File: src/rtl/wb_arb.sv
// Two-master, one-slave Wishbone classic arbiter with round-robin grant,
// owner abort on cyc drop, and a per-transfer ack timeout that errors the owner.
module wb_arb #(
  parameter int ADDR_LEN = 39,
  parameter int DATA_LEN = 32,
  parameter int TIMEOUT  = 255,
  parameter int TO_W     = 8
) (
  input  logic                    clk,
  input  logic                    rstn,
  input  logic                    m0_cyc_i,
  input  logic                    m0_stb_i,
  input  logic                    m0_we_i,
  input  logic [ADDR_LEN-1:0]     m0_adr_i,
  input  logic [DATA_LEN-1:0]     m0_dat_i,
  input  logic [DATA_LEN/8-1:0]   m0_sel_i,
  output logic                    m0_ack_o,
  output logic                    m0_err_o,
  output logic [DATA_LEN-1:0]     m0_dat_o,
  input  logic                    m1_cyc_i,
  input  logic                    m1_stb_i,
  input  logic                    m1_we_i,
  input  logic [ADDR_LEN-1:0]     m1_adr_i,
  input  logic [DATA_LEN-1:0]     m1_dat_i,
  input  logic [DATA_LEN/8-1:0]   m1_sel_i,
  output logic                    m1_ack_o,
  output logic                    m1_err_o,
  output logic [DATA_LEN-1:0]     m1_dat_o,
  output logic                    s_cyc_o,
  output logic                    s_stb_o,
  output logic                    s_we_o,
  output logic [ADDR_LEN-1:0]     s_adr_o,
  output logic [DATA_LEN-1:0]     s_dat_o,
  output logic [DATA_LEN/8-1:0]   s_sel_o,
  input  logic                    s_ack_i,
  input  logic [DATA_LEN-1:0]     s_dat_i,
  output logic                    busy_o,
  output logic                    grant_o
);

  localparam logic ST_IDLE = 1'b0;
  localparam logic ST_BUSY = 1'b1;
  localparam logic [TO_W-1:0] TO_LAST = TO_W'(TIMEOUT - 1);

  logic            state;
  logic            grant;
  logic            last;
  logic [TO_W-1:0] cnt;

  logic busy;
  logic own_cyc;
  logic own_stb;
  logic req_any;
  logic winner;
  logic to_hit;
  logic exit_busy;
  logic ack_any;
  logic err_any;

  always_comb begin
    busy      = (state == ST_BUSY);
    own_cyc   = grant ? m1_cyc_i : m0_cyc_i;
    own_stb   = grant ? m1_stb_i : m0_stb_i;
    req_any   = m0_cyc_i | m1_cyc_i;
    // On contention the master that did not own the bus last time wins.
    winner    = (m0_cyc_i & m1_cyc_i) ? ~last : m1_cyc_i;
    to_hit    = (cnt == TO_LAST);
    exit_busy = s_ack_i | ~own_cyc | to_hit;
    ack_any   = busy & s_ack_i;
    err_any   = busy & ~s_ack_i & own_cyc & to_hit;
  end

  always_ff @(posedge clk or negedge rstn) begin
    if (!rstn) begin
      state <= ST_IDLE;
      grant <= 1'b0;
      last  <= 1'b1;
      cnt   <= '0;
    end else begin
      case (state)
        ST_IDLE: begin
          if (req_any) begin
            state <= ST_BUSY;
            grant <= winner;
            cnt   <= '0;
          end
        end
        ST_BUSY: begin
          if (exit_busy) begin
            state <= ST_IDLE;
            last  <= grant;
          end else begin
            cnt <= cnt + 1'b1;
          end
        end
        default: state <= ST_IDLE;
      endcase
    end
  end

  // Slave side is forced to zero outside BUSY; s_ack_i never feeds these.
  always_comb begin
    s_cyc_o = busy & own_cyc;
    s_stb_o = busy & own_stb;
    s_we_o  = busy & (grant ? m1_we_i : m0_we_i);
    s_adr_o = busy ? (grant ? m1_adr_i : m0_adr_i) : '0;
    s_dat_o = busy ? (grant ? m1_dat_i : m0_dat_i) : '0;
    s_sel_o = busy ? (grant ? m1_sel_i : m0_sel_i) : '0;
  end

  assign m0_ack_o = ack_any & ~grant;
  assign m1_ack_o = ack_any & grant;
  assign m0_err_o = err_any & ~grant;
  assign m1_err_o = err_any & grant;
  assign m0_dat_o = s_dat_i;
  assign m1_dat_o = s_dat_i;
  assign busy_o   = busy;
  assign grant_o  = grant;

endmodule

File: config.mk
export PLATFORM = sky130hd
export DESIGN_NAME = wb_arb
export DESIGN_NICKNAME = d
export VERILOG_FILES = /design/src/rtl/wb_arb.sv
export SDC_FILE = /design/constraint.sdc
export NUM_CORES = 1
export LEC_CHECK = 0
export CAP_MARGIN = 10
export CORE_AREA = 2 2 131 133
export CTS_CLUSTER_SIZE = 24
export DETAILED_ROUTE_END_ITERATION = 16
export DIE_AREA = 0 0 133 135
export PLACE_DENSITY = 0.6
export SYNTH_ARGS = -nofsm -noshare
export SYNTH_HDL_FRONTEND = slang
export SYNTH_SLANG_ARGS = --single-unit
File: constraint.sdc
create_clock -name clk -period 1.8 [get_ports clk]
set_input_delay 0.54 -clock clk [delete_from_list [all_inputs] [get_ports clk]]
set_output_delay 0.54 -clock clk [all_outputs]
set_load 0.01 [all_outputs]
==> results.sh <==
export IMPL_rsz0062_at_grt="true"
export IMPL_finalPower_w=0.005140
export IMPL_routed_wl_microns=10450
export IMPL_fillerInstances=1706
export IMPL_synth_area_sq_um=2246
export IMPL_diodes=0
export IMPL_end_kind="output port"
export IMPL_outcome="finished, violations left"
export IMPL_path_buf_inv=1
export IMPL_utilization_pct=28.80
export IMPL_cts_root_buf="clkbuf_16"
export IMPL_critical_path_class="reg2out"
export IMPL_powerDensity_nw_per_um2=1088
export IMPL_finalMaxSlewViolations=0
export IMPL_cts_buffers=3
export IMPL_worst_path_dominant_cell_family="simple AND/OR/NAND/NOR gates"
export IMPL_start_util_pct=13.69
export IMPL_insertion_delay_ns=0.24
export IMPL_htree_levels=1
export IMPL_period_share_pct=120.6
export IMPL_syn_to_final_growth_pct=110.4
export IMPL_critPathMaxFanout=5
export IMPL_setup_ws_ns=-0.3704
export IMPL_ios=339
export IMPL_tightest_slew_ns=0.5387
export IMPL_grt_use_total_pct=10.51
export IMPL_gp_congestion=0.7721
export IMPL_cts_tree="built"
export IMPL_die_width_microns=133
export IMPL_syn_nets=490
export IMPL_clkSinkCount=11
export IMPL_hold_viol=0
export IMPL_design_core_area_sq_um=16410
export IMPL_hold_class="reg2reg"
export IMPL_leakage_nw=2.325
export IMPL_most_common_layout_cells="clkdlybuf4s50_1 (144), buf_2 (80), nor2_1 (78), mux2i_1 (73), buf_4 (35)"
export IMPL_antenna_found_initial=0
export IMPL_wl_per_cell_microns=14.30
export IMPL_num_rows=47
export IMPL_synth_area_per_cell_sq_um=7.562
export IMPL_required_ns=1.26
export IMPL_grt_pass1_wl_microns=15220
export IMPL_yosysWarningCount=0
export IMPL_period_needed_ns=2.170
export IMPL_nets=705
export IMPL_setup_viol=89
export IMPL_drcViolationCount=0
export IMPL_dp_hpwl_microns=8191
export IMPL_layout_drive_gt1_share_pct=30.53
export IMPL_vias=2801
export IMPL_slowest_stage="dfrtp_4"
export IMPL_final_common_cell="clkdlybuf4s50_1"
export IMPL_drt_iter0_drc=106
export IMPL_synthDistinctLibCells=33
export IMPL_cts_buffer_depth=2
export IMPL_viasPerCell=3.832
export IMPL_clkTransAtPathRegs_ns=0.04
export IMPL_max_vdd_ir_drop_mv=0.5467
export IMPL_ys_seq_elements=11
export IMPL_synthCells=297
export IMPL_crit_path_start_kind="flop"
export IMPL_dr_pass1_iters=4
export IMPL_drv_cap=0
export IMPL_port_buffers=242
export IMPL_violations="negative setup slack"
export IMPL_slowest_delay_ns=0.51
export IMPL_die_h_microns=135
export IMPL_worst_slew_margin_rel_pct=63.97
export IMPL_grt_max_degree=38
export IMPL_dieArea_sq_um=17960
export IMPL_grt_pass1_vias=2885
export IMPL_overflow=0
export IMPL_cp_cell_sequence="mux2i_2, or3_4, nor4_4, buf_2"
export IMPL_place_ws_ns=-1.093
export IMPL_seq_area_frac_synth_pct=12.31
export IMPL_skew_ns=0.001741
export IMPL_fmax_mhz=460.7
export IMPL_crit_arrival_ns=1.63
export IMPL_drtAntennaViolNets=0
[layer usage]
| metal | part of all wire [%] | GRT usage [%] |
|---|---|---|
| met1 | 37 | 11.49 |
| met2 | 51 | 19.40 |
| met3 | 9.3 | 2.815 |
| met4 | 2.5 | 4.002 |
| met5 | 0 | 0 |
[sequential cells by signal, indices dropped and copies added (netlist names)]
register  cells
last          1
grant_o       1
busy_o        1
cnt           8
[where the power goes]
group,internal (W),total [W],switching [W]
registers,0.000314,0.000363,0.0000492
logic,0.00241,0.00436,0.00195
clock network,0.000298,0.000414,0.000116
[Yosys cell counts, drive strengths merged]
master	number	area (sq um)
clkbuf	8	30.03
nor4	4	25.02
and2	1	6.260
nor2	81	306.6
nor2b	1	6.260
a32o	1	10.01
or2	1	6.260
buf	74	528.0
dfrtp	10	250.2
xor2	1	8.760
ha	2	25.02
nor3b	1	7.510
and3	1	6.260
nor4bb	1	10.01
a221o	4	40.04
dfstp	1	26.28
mux2i	78	780.8
or3	1	6.260
a2bb2oi	1	15.01
nand2	5	18.77
a22o	3	26.28
nand3	4	20.02
nand4	1	6.260
inv	5	18.76
mux2	2	22.52
xnor2	1	8.760
nand2b	1	6.260
o21a	2	15.01
o31a	1	8.760
[timing repair]
item | CTS | global route
buffers inserted | 5 | 12
pin swaps | 10 | 9
endpoints found under the setup margin | 93 | 91
cloned | 3 | 3
gates resized for setup | 349 | 29
hold buffers | 0 | 0
[metrics by stage]
step	hold slack, ns	cells	cell area, sq um	setup TNS [ns]
after floorplan	0.2444	297	2285	-2.422
after global placement	0.5511	705	4674	-45.74
after detailed placement	0.5680	705	4674	-46.88
after CTS	0.5795	717	4596	-19.45
after global routing	0.6288	731	4725	-21.66
final	0.5857	731	4725	-15.29
[area by class of cell]
cell class | instances | area (sq um) | share of cell area (%)
timing repair buffer | 292 | 2584 | 54.69
sequential | 11 | 280.3 | 5.932
clock buffer | 4 | 78.83 | 1.668
multi-input combinational | 199 | 1488 | 31.49
inverter | 5 | 18.77 | 0.3972
tap | 220 | 275.3 | 5.826
[path summary, 6_finish.rpt]
path	from	end	slack, ns	depth (start not counted)
min reg2reg	cnt[7]	cnt[7]	0.59	1
min in group asynchronous	rstn	cnt[5]	0.65	1
max in group asynchronous	rstn	grant_o	0.74	1
min	cnt[7]	cnt[7]	0.59	1
max reg2reg	grant_o	cnt[3]	-0.11	5
max	grant_o	m0_err_o	-0.37	4
[logic make-up after synthesis]
group | Yosys count | synth area share, %
flip-flops | 11 | 12.31
AO/OA/AOI/OAI | 12 | 5.125
adder cells (fa/ha/maj) | 2 | 1.114
multiplexers | 80 | 35.77
XOR/XNOR | 2 | 0.7801
buffers and inverters | 87 | 25.68
AND/OR/NAND/NOR | 103 | 19.22
Note: power is estimated with default switching activity, not from simulation.
